### src/rtl/lcd_pkg.sv
`default_nettype none
// ============================================================================
// Module      : lcd_pkg
// Description : Shared types and constants for the HD44780 LCD sequencer:
//               FSM state encoding, peripheral-word field positions, the
//               power-on init command ROM and the slow-command opcodes.
// Revision    : 1.0 - initial release
// ============================================================================
package lcd_pkg;

  // Width of the single shared down-counter (holds T_PWRUP-1 at 50 MHz)
  localparam int CNT_W = 20;

  // Field positions inside the 32-bit peripheral word
  localparam int DATA_LSB = 0;
  localparam int RS_BIT   = 8;
  localparam int TOG_BIT  = 10;
  localparam int BLON_BIT = 30;
  localparam int ON_BIT   = 31;

  // Commands that need the long execution wait
  localparam logic [7:0] OP_CLEAR     = 8'h01;
  localparam logic [7:0] OP_HOME      = 8'h02;
  localparam logic [7:0] OP_HOME_ALT  = 8'h03;

  // Power-on init sequence: 8-bit/2-line (x3), display on, clear, entry mode
  localparam int INIT_LEN = 6;
  localparam logic [0:INIT_LEN-1][7:0] INIT_ROM =
    {8'h38, 8'h38, 8'h38, 8'h0C, 8'h01, 8'h06};

  typedef enum logic [2:0] {
    ST_PWRUP = 3'd0,
    ST_INIT  = 3'd1,
    ST_IDLE  = 3'd2,
    ST_SETUP = 3'd3,
    ST_PULSE = 3'd4,
    ST_HOLD  = 3'd5,
    ST_WAIT  = 3'd6
  } state_e;

  // Init ROM lookup; out-of-range indices return a harmless no-op value
  function automatic logic [7:0] init_cmd(input logic [2:0] idx);
    if (idx < 3'(INIT_LEN)) return INIT_ROM[idx];
    else                    return 8'h00;
  endfunction

  // Clear and return-home commands execute far slower than the rest
  function automatic logic is_long_cmd(input logic rs, input logic [7:0] data);
    return !rs && ((data == OP_CLEAR) || (data == OP_HOME) || (data == OP_HOME_ALT));
  endfunction

endpackage
`default_nettype wire

### src/rtl/lcd_timer.sv
`default_nettype none
// ============================================================================
// Module      : lcd_timer
// Description : Loadable down-counter. A load of T-1 makes done_o read high
//               on the T-th cycle, so each phase lasts exactly T cycles.
// Revision    : 1.0 - initial release
// ============================================================================
module lcd_timer
  import lcd_pkg::*;
#(
  parameter logic [CNT_W-1:0] RESET_VALUE = '0
) (
  input  logic             clk_i,
  input  logic             rst_i,
  input  logic             load_i,
  input  logic [CNT_W-1:0] value_i,
  output logic             done_o
);

  logic [CNT_W-1:0] r_count;

  // Count down to zero and park there until the next load
  always_ff @(posedge clk_i) begin
    if (rst_i)                r_count <= RESET_VALUE;
    else if (load_i)          r_count <= value_i;
    else if (r_count != '0)   r_count <= r_count - CNT_W'(1);
  end

  assign done_o = (r_count == '0);

endmodule
`default_nettype wire

### src/rtl/lcd_ctrl.sv
`default_nettype none
// ============================================================================
// Module      : lcd_ctrl
// Description : HD44780 sequencer. Runs the power-on init autonomously, then
//               issues one LCD write per toggle of the request bit, with
//               setup / enable / hold / execution timing. All outputs are
//               registered.
// Revision    : 1.0 - initial release
// ============================================================================
module lcd_ctrl
  import lcd_pkg::*;
#(
  parameter int unsigned T_PWRUP = 750000,
  parameter int unsigned T_SETUP = 2,
  parameter int unsigned T_EN    = 12,
  parameter int unsigned T_HOLD  = 2,
  parameter int unsigned T_EXEC  = 2000,
  parameter int unsigned T_CLEAR = 82000
) (
  input  logic        clk_i,
  input  logic        rst_i,
  input  logic [31:0] io_lcd_i,
  output logic [7:0]  lcd_data_o,
  output logic        lcd_rs_o,
  output logic        lcd_rw_o,
  output logic        lcd_en_o,
  output logic        lcd_on_o,
  output logic        lcd_blon_o,
  output logic        lcd_busy_o,
  output logic        lcd_ready_o
);

  localparam logic [CNT_W-1:0] c_pwrup_ld = CNT_W'(T_PWRUP - 1);
  localparam logic [CNT_W-1:0] c_setup_ld = CNT_W'(T_SETUP - 1);
  localparam logic [CNT_W-1:0] c_en_ld    = CNT_W'(T_EN - 1);
  localparam logic [CNT_W-1:0] c_hold_ld  = CNT_W'(T_HOLD - 1);
  localparam logic [CNT_W-1:0] c_exec_ld  = CNT_W'(T_EXEC - 1);
  localparam logic [CNT_W-1:0] c_clear_ld = CNT_W'(T_CLEAR - 1);
  localparam logic [2:0]       c_last_idx = 3'(INIT_LEN - 1);

  state_e           r_state, w_state_next;
  logic [7:0]       r_data;
  logic             r_rs, r_tog, r_ready, r_on, r_blon, r_en, r_busy;
  logic [2:0]       r_init_idx, w_init_idx_next;
  logic             w_done, w_load;
  logic [CNT_W-1:0] w_load_val;
  logic             w_start_init, w_start_user, w_init_last, w_tog_pend;
  logic             w_en_next, w_busy_next;
  logic             w_unused_bits;

  assign w_tog_pend    = io_lcd_i[TOG_BIT] != r_tog;
  assign w_unused_bits = ^{io_lcd_i[29:11], io_lcd_i[9]};

  lcd_timer #(
    .RESET_VALUE (c_pwrup_ld)
  ) u_timer (
    .clk_i   (clk_i),
    .rst_i   (rst_i),
    .load_i  (w_load),
    .value_i (w_load_val),
    .done_o  (w_done)
  );

  // State register
  always_ff @(posedge clk_i) begin
    if (rst_i) r_state <= ST_PWRUP;
    else       r_state <= w_state_next;
  end

  // Next-state logic; INIT and the IDLE decision are folded into the cycle
  // that leaves the previous phase so no dead cycle is spent between
  // commands and a pending request keeps busy asserted without a gap.
  always_comb begin
    w_state_next    = r_state;
    w_load          = 1'b0;
    w_load_val      = c_setup_ld;
    w_start_init    = 1'b0;
    w_start_user    = 1'b0;
    w_init_last     = 1'b0;
    w_init_idx_next = r_init_idx;
    case (r_state)
      ST_PWRUP: if (w_done) w_start_init = 1'b1;
      ST_INIT:  w_start_init = 1'b1;
      ST_IDLE:  if (w_tog_pend) w_start_user = 1'b1;
      ST_SETUP: if (w_done) begin
        w_state_next = ST_PULSE;
        w_load       = 1'b1;
        w_load_val   = c_en_ld;
      end
      ST_PULSE: if (w_done) begin
        w_state_next = ST_HOLD;
        w_load       = 1'b1;
        w_load_val   = c_hold_ld;
      end
      ST_HOLD: if (w_done) begin
        w_state_next = ST_WAIT;
        w_load       = 1'b1;
        w_load_val   = is_long_cmd(r_rs, r_data) ? c_clear_ld : c_exec_ld;
      end
      ST_WAIT: if (w_done) begin
        if (!r_ready && (r_init_idx != c_last_idx)) begin
          w_init_idx_next = r_init_idx + 3'd1;
          w_start_init    = 1'b1;
        end else begin
          w_init_last = !r_ready;
          if (w_tog_pend) w_start_user = 1'b1;
          else            w_state_next = ST_IDLE;
        end
      end
      default: w_state_next = ST_PWRUP;
    endcase
    if (w_start_init || w_start_user) begin
      w_state_next = ST_SETUP;
      w_load       = 1'b1;
      w_load_val   = c_setup_ld;
    end
  end

  // Output decode from the upcoming state, registered below
  always_comb begin
    w_en_next   = (w_state_next == ST_PULSE);
    w_busy_next = (w_state_next != ST_IDLE);
  end

  // Capture registers, init index and registered outputs
  always_ff @(posedge clk_i) begin
    if (rst_i) begin
      r_data     <= 8'h00;
      r_rs       <= 1'b0;
      r_tog      <= io_lcd_i[TOG_BIT];
      r_init_idx <= 3'd0;
      r_ready    <= 1'b0;
      r_on       <= 1'b0;
      r_blon     <= 1'b0;
      r_en       <= 1'b0;
      r_busy     <= 1'b1;
    end else begin
      r_on       <= io_lcd_i[ON_BIT];
      r_blon     <= io_lcd_i[BLON_BIT];
      r_en       <= w_en_next;
      r_busy     <= w_busy_next;
      r_init_idx <= w_init_idx_next;
      if (w_init_last) r_ready <= 1'b1;
      if (w_start_init) begin
        r_data <= init_cmd(w_init_idx_next);
        r_rs   <= 1'b0;
      end
      if (w_start_user) begin
        r_data <= io_lcd_i[DATA_LSB +: 8];
        r_rs   <= io_lcd_i[RS_BIT];
        r_tog  <= io_lcd_i[TOG_BIT];
      end
    end
  end

  assign lcd_data_o  = r_data;
  assign lcd_rs_o    = r_rs;
  assign lcd_rw_o    = 1'b0;
  assign lcd_en_o    = r_en;
  assign lcd_on_o    = r_on;
  assign lcd_blon_o  = r_blon;
  assign lcd_busy_o  = r_busy;
  assign lcd_ready_o = r_ready;

endmodule
`default_nettype wire
### config.mk
export PLATFORM = sky130hd
export DESIGN_NAME = lcd_ctrl
export DESIGN_NICKNAME = d
export VERILOG_FILES = /design/src/rtl/lcd_pkg.sv /design/src/rtl/lcd_timer.sv /design/src/rtl/lcd_ctrl.sv
export SDC_FILE = /design/constraint.sdc
export NUM_CORES = 1
export LEC_CHECK = 0
export ABC_AREA = 0
export CORE_ASPECT_RATIO = 1.4
export CORE_MARGIN = 2
export CORE_UTILIZATION = 45
export CTS_CLUSTER_DIAMETER = 120
export DETAILED_ROUTE_END_ITERATION = 7
export MAX_ROUTING_LAYER = met4
export PLACE_DENSITY = 0.83
export SLEW_MARGIN = 25
export SYNTH_ARGS = -nofsm -noshare
export SYNTH_HDL_FRONTEND = slang
export SYNTH_SLANG_ARGS = --single-unit
### constraint.sdc
create_clock -name clk_i -period 3.8 [get_ports clk_i]
set_input_delay 0.76 -clock clk_i [delete_from_list [all_inputs] [get_ports clk_i]]
set_output_delay 0.76 -clock clk_i [all_outputs]
set_load 0.05 [all_outputs]
==> flow_summary_export.csv, run 1 <==
group,metric,value,unit
routing,viasPerCell,5.63,
yosys,synth_fp_nets,294,
worst_setup_path,path_max_fanout,16,
timing,max-slew-margin-rel,0.516,
floorplan,start_util,0.470,
timing,setup_viol,0,
cts,cts_sinks,41,
routing,ant_nets,0,
cts,hold_buffers,0,
yosys,synthCells,257,
floorplan,dieArea,5690,µm²
yosys,synth-async-reset-ratio,0,
power_and_ir_drop,total_power,1.43,mW
layout,mostFrequentLayoutCells,"40 x dfxtp_1, 29 x nor2_1, 27 x clkdlybuf4s50_1",
yosys,syn_area,2290,µm²
yosys,yosysSeqAreaShare,0.362,
worst_setup_path,crit_type,"register to register",
worst_setup_path,endpoint_kind,"register",
cts,clk-insertion-delay-late,0.29,ns
yosys,yosys_warnings,0,
yosys,synthAdderAreaFrac,0.0207,
floorplan,io_pins,49,
yosys,synthMuxAreaShare,0.00436,
floorplan,die_h,88.5,µm
grt,grt_start_max_net_pins,36,
status,outcome,"finished clean",
grt,gr-usage-all-layers,0.196,
floorplan,die_x,64.3,µm
power_and_ir_drop,peakVddDrop,0.000355,V
worst_setup_path,arrival,2.90,ns
yosys,synth_cell_types,63,
grt,grt_pass1_wl,8550,µm
timing,rsz0062_at_grt,"false",
worst_hold_path,min_from,"lcd_data_o[2]",
place,preCtsSetupSlack,0.897,ns
cts,ctsResizeCount,0,
grt,antenna_found_initial,0,
place,place.gp.congestion,0.871,
timing,clock_skew,0.00466,ns
layout,drive_above_1_share,0.121,
layout,area_growth,17.3,%
worst_setup_path,worst_path_max_delay_cell,"o21a_1",
floorplan,core_area,4880,µm²
yosys,yosys.area_share.simple,0.315,
worst_setup_path,rr_startpoint,"u_timer.r_count[0]",
place,io_buffers,27,
cts,h-tree-depth,2,
cts,root_buffer,"clkbuf_8",
job,max_cap_viol_count,0,
routing,drtIter0Drc,43,
timing,tightest_slew,0.724,ns
timing,slew_viol_final,0,
routing,wl_per_cell,14.2,µm
yosys,synth-main-ff-cell,"dfxtp_1",
worst_hold_path,min-delay-path-class,"register to register",
power_and_ir_drop,power.leakage,0.942,nW
worst_setup_path,cp-startpoint,"u_timer.r_count[0]",
timing,fin_crit_sh,0.713,
worst_setup_path,start_kind,"register",
cts,cts_tree,"built",
worst_setup_path,critPathBufInv,2,
worst_setup_path,crit_family,"compound AO/OA/AOI/OAI gates",
place,hpwl,3590,µm
routing,wl,4910,µm
routing,num_vias,1949,
timing,hold_viol,0,
yosys,ys_ff_latch,41,
routing,drcViolationCount,0,
grt,overflow,0,
layout,final_nets,318,
yosys,synth_top_family_by_area,"simple AND/OR/NAND/NOR gates",
timing,fmax,0.369,GHz
yosys,synthXorXnorAreaFrac,0.0917,
yosys,synth_area_per_cell,8.92,µm²
layout,final_common_cell,"dfxtp_1",
timing,fin_tns_setup,0,ns
cts,cts_setup_buffers,0,
floorplan,core.rowCount,30,
cts,numCtsBuffers,5,
yosys,synth_edf_count,1,
worst_setup_path,required,3.99,ns
worst_setup_path,cpPeakStageDelay,0.52,ns
timing,setup_slack,1.09,ns
timing,fin_crit,2.71,ns
worst_setup_path,cp_cell_sequence,"inv_1 -> ha_1 -> nor3b_4 -> nand4b_2 -> nor2_1 -> buf_4 -> o21a_1 -> o21ai_0 -> a31o_1",
cts,cts.clk_slew.worst_paths,0.08,ns
power_and_ir_drop,pwr_density_cell,531,nW/µm²
grt,grt_pass1_vias,1871,
layout,antenna_cells,0,
yosys,synth_compound_area_frac,0.168,
routing,dr.pass1.iters,4,
cts,clk_path_buf_depth,2,
-- per-stage QoR --
step	hold slack (ns)	instances	util	area (µm²)
floorplan	0.520	257	-	2290
global placement	0.467	338	0.533	2600
detailed placement	0.471	338	0.533	2600
CTS	0.486	346	0.551	2690
global route	0.513	346	0.551	2690
finish	0.491	346	0.551	2690
-- routing by layer --
layer / GRT usage / routed length (µm) / vias up / part of all wire
li1: - / - / 967 / -
met1: 0.210 / 1960 / 919 / 0.40
met2: 0.358 / 2660 / 56 / 0.54
met3: 0.0331 / 223 / 7 / 0.045
met4: 0.0754 / 66 / 0 / 0.013
met5: - / 0 / - / 0
-- worst reg2reg max path, stage by stage, from the launching register on --
cell and delay (ns):
dfxtp_1 0.34, inv_1 0.06, ha_1 0.19, nor3b_4 0.26, nand4b_2 0.23, nor2_1 0.35
buf_4 0.23, o21a_1 0.52, o21ai_0 0.18, a31o_1 0.23
-- kinds of logic (layout without fill, tap and decap cells) --
logic type                 Yosys count  in the layout
AOI/OAI and AO/OA                   53             53
other                                1              1
DFF                                 41             41
and+or+nand+nor                    116            116
muxes                                1              1
xor gates and xnor gates            24             24
buffers and inverters               17             42
adders and majority gates            4              4
-- cell type report --
| class | instances | area (µm²) |
|---|---|---|
| fill | 453 | 2190 |
| multi-input combinational | 199 | 1380 |
| sequential | 41 | 831 |
| clock inverter | 3 | 22.5 |
| inverter | 4 | 15.0 |
| clock buffer | 5 | 68.8 |
| tap | 64 | 80.1 |
| timing repair buffer | 30 | 293 |
-- power by group --
group	internal, mW	leakage (nW)	switching [mW]
clock network	0.129	0.0364	0.158
logic	0.215	0.568	0.262
registers	0.526	0.337	0.139
total	0.869	0.942	0.560
-- registers in the layout, indices dropped and copies added, names as in the netlist --
signal / flops
u_timer.r_count: 20
lcd_data_o: 8
r_init_idx: 3
r_state: 3
lcd_blon_o: 1
lcd_busy_o: 1
lcd_en_o: 1
lcd_on_o: 1
lcd_ready_o: 1
lcd_rs_o: 1
r_tog: 1
-- cells in the mapped netlist, types with 2 or more instances --
| cell | number | area share |
|---|---|---|
| o21bai_1 | 7 | 0.023 |
| a21oi_1 | 9 | 0.020 |
| a31oi_1 | 2 | 0.0055 |
| nor4_4 | 2 | 0.019 |
| a221o_1 | 4 | 0.017 |
| nand4_1 | 3 | 0.0082 |
| nor2_1 | 29 | 0.047 |
| ha_1 | 3 | 0.016 |
| buf_2 | 3 | 0.0065 |
| nor3_1 | 10 | 0.022 |
| nand2b_1 | 6 | 0.016 |
| dfxtp_1 | 40 | 0.35 |
| nand3b_1 | 5 | 0.016 |
| nand2_1 | 15 | 0.025 |
| or3_2 | 2 | 0.0065 |
| nand3_1 | 9 | 0.020 |
| or4_4 | 2 | 0.0098 |
| o21ai_0 | 7 | 0.015 |
| a21boi_1 | 2 | 0.0065 |
| or2_2 | 2 | 0.0055 |
| o31ai_1 | 2 | 0.0065 |
| xnor2_1 | 13 | 0.050 |
| clkbuf_1 | 7 | 0.011 |
| nand4b_1 | 2 | 0.0076 |
| inv_1 | 4 | 0.0065 |
| nor2b_1 | 8 | 0.022 |
| nor4_1 | 4 | 0.011 |
| a22oi_1 | 3 | 0.0098 |
| a211oi_1 | 3 | 0.0098 |
| nor3_2 | 2 | 0.0087 |
| xor2_1 | 11 | 0.042 |
| o21a_1 | 4 | 0.013 |
| buf_4 | 2 | 0.0065 |
-- path summary, 6_finish.rpt --
| kind | end | slack, ns | cells past startpoint |
|---|---|---|---|
| max | u_timer.r_count[2] | 1.09 | 9 |
| min reg2reg | lcd_data_o[2] | 0.49 | 2 |
| min | lcd_data_o[2] | 0.49 | 2 |
| max reg2reg | u_timer.r_count[2] | 1.09 | 9 |
Power figures use the tool's default switching activity.
==> inputs of run 2 (changes only) <==
- PLACE_DENSITY: 0.83 -> 0.86
- clock period: 3.8 -> 2.32 ns (I/O delays scaled with it)
==> run 2 against run 1 <==
Global-route usage up 0.57 points. Wire length up 10%. Clock-buffer cell count is 1 higher. Power rose by 71%. Final cell count rose by 4.0%. Non-clock buffer count is 15 higher. Critical path depth shrank 1. Fmax grew 22%. Register-to-register slack got worse by 0.99 ns. Clock skew rose by 0.0091 ns. Sequential power is 56% higher. Sequential cell count is the same.
==> flow_summary_export.csv, run 2 (synthesis gave the netlist of run 1 again) <==
group,metric,value,unit
layout,multi_input_area,1400,µm²
timing,hold_ws,0.486,ns
layout,area_growth,23.1,%
timing,fmax,0.451,GHz
power_and_ir_drop,peakVddDrop,0.000643,V
worst_setup_path,endpoint_kind,"register",
grt,overflow,0,
cts,numCtsBuffers,5,
worst_setup_path,required,2.57,ns
worst_setup_path,path_max_fanout,3,
routing,wl,5400,µm
timing,tightest_slew,0.529,ns
layout,antenna_cells,0,
worst_setup_path,critPathBufInv,1,
cts,cts_setup_buffers,0,
grt,antenna_found_initial,0,
cts,root_buffer,"clkbuf_8",
worst_hold_path,min_from,"lcd_data_o[2]",
floorplan,io_pins,49,
cts,cts_sinks,41,
routing,drcViolationCount,0,
layout,final_common_cell,"dfxtp_1",
routing,dr.pass1.iters,4,
worst_hold_path,min-delay-path-class,"register to register",
layout,mostFrequentLayoutCells,"40 x dfxtp_1, 28 x nor2_1, 27 x clkdlybuf4s50_1",
cts,clk_path_buf_depth,2,
timing,fin_crit_sh,0.956,
floorplan,die_h,88.5,µm
timing,max-slew-margin-rel,0.646,
routing,drtIter0Drc,49,
routing,viasPerCell,5.64,
floorplan,core.rowCount,30,
layout,drive_above_1_share,0.162,
worst_setup_path,cp_cell_sequence,"inv_1 -> ha_1 -> nor3b_4 -> nand4_1 -> or4_4 -> a21oi_2 -> a21boi_1 -> a221o_1",
worst_setup_path,rr_startpoint,"u_timer.r_count[0]",
power_and_ir_drop,power.leakage,1.06,nW
worst_setup_path,crit_family,"simple AND/OR/NAND/NOR gates",
place,place.gp.congestion,0.843,
cts,h-tree-depth,2,
timing,fin_tns_setup,0,ns
layout,final-seq-area,831,µm²
routing,ant_nets,0,
grt,grt_pass1_vias,1957,
routing,wl_per_cell,15.0,µm
place,hpwl,3990,µm
floorplan,core_area,4880,µm²
timing,clock_skew,0.0137,ns
worst_setup_path,arrival,2.46,ns
layout,final_nets,333,
cts,cts_tree,"built",
cts,ctsResizeCount,0,
grt,gr-usage-all-layers,0.201,
floorplan,start_util,0.470,
worst_hold_path,hold_depth,2,
cts,clk-insertion-delay-late,0.30,ns
worst_setup_path,rr_worst_depth,8,
place,io_buffers,27,
timing,slew_viol_final,0,
routing,num_vias,2030,
worst_setup_path,cpPeakStageDelay,0.48,ns
status,outcome,"finished clean",
worst_setup_path,crit_cells,8,
floorplan,die_x,64.3,µm
timing,hold_viol,0,
worst_setup_path,reg2reg_slack,0.10,ns
floorplan,dieArea,5690,µm²
timing,setup_viol,0,
layout,n_fill_cell,430,
cts,cts.clk_slew.worst_paths,0.08,ns
layout,largest_reg_flops,20,
job,max_cap_viol_count,0,
power_and_ir_drop,pwr_density_cell,864,nW/µm²
timing,fin_crit,2.22,ns
worst_setup_path,crit_type,"register to register",
worst_setup_path,worst_path_max_delay_cell,"or4_4",
worst_setup_path,start_kind,"register",
grt,grt_pass1_wl,8650,µm
grt,grt_start_max_net_pins,15,
cts,hold_buffers,0,
worst_hold_path,hold_end,"lcd_data_o[2]",
layout,regMostFlops,"u_timer.r_count",
worst_setup_path,reg2reg_to,"lcd_data_o[1]",
## run 2: cell types whose count changed in the layout (fill, tap and decap cells not counted), sizes merged
cell / before / now
clkbuf: 5 / 6
clkinvlp: 3 / 0
buf: 3 / 18
clkinv: 0 / 1
## run 2: power breakdown
part,internal (mW),switching (mW)
registers,0.862,0.180
clock network,0.208,0.250
logic,0.438,0.501
total,1.51,0.931
## run 2: cell type report
type,instances,share of cell area
multi-input combinational,199,0.495
sequential,41,0.294
timing repair buffer,45,0.148
tap,64,0.0284
clock buffer,6,0.0257
inverter,4,0.00532
clock inverter,1,0.00310
## run 2: how the worst max path moves through the flow
| stage | startpoint | to | slack [ns] |
|---|---|---|---|
| 6_report | u_timer.r_count[0] | lcd_data_o[1] | 0.10 |
| 5_1_grt | u_timer.r_count[15] | lcd_data_o[4] | -0.001 |
| 4_1_cts | u_timer.r_count[0] | lcd_data_o[1] | 0.05 |
| 3_5_place_dp | io_lcd_i[10] | lcd_data_o[1] | 0.03 |
| 3_3_place_gp | io_lcd_i[10] | lcd_data_o[0] | 0.09 |
| 2_1_floorplan | r_init_idx[1] | lcd_data_o[0] | 0.28 |
## run 2: routing by layer
metal  GRT usage  vias up  share of wire
met5           -        -              0
met4       0.103        0          0.027
met1       0.204      967           0.40
met2       0.375       51           0.54
li1            -      998              -
met3      0.0293       14          0.030
## run 2: metrics by stage
stage               setup slack, ns  std cells  instance area (µm²)  utilization  total power [mW]
floorplan                     0.279        257                 2290            -              1.66
global placement             0.0914        353                 2720        0.558              1.95
detailed placement           0.0280        353                 2720        0.558              1.98
CTS                          0.0513        360                 2810        0.575              2.44
global route               -0.00119        360                 2820        0.578              2.57
finish                        0.102        360                 2820        0.578              2.44
## run 2: worst register-to-register path, stage by stage (launching register included)
cell and delay [ns]:
dfxtp_1 0.35, inv_1 0.07, ha_1 0.19, nor3b_4 0.28, nand4_1 0.23, or4_4 0.48, a21oi_2 0.19, a21boi_1 0.23
a221o_1 0.14
==> inputs of run 3 (changes only) <==
- CAP_MARGIN: not set -> 20
==> results of run 3 <==
Same layout as run 2: the final DEF is identical, and so are final timing and power.
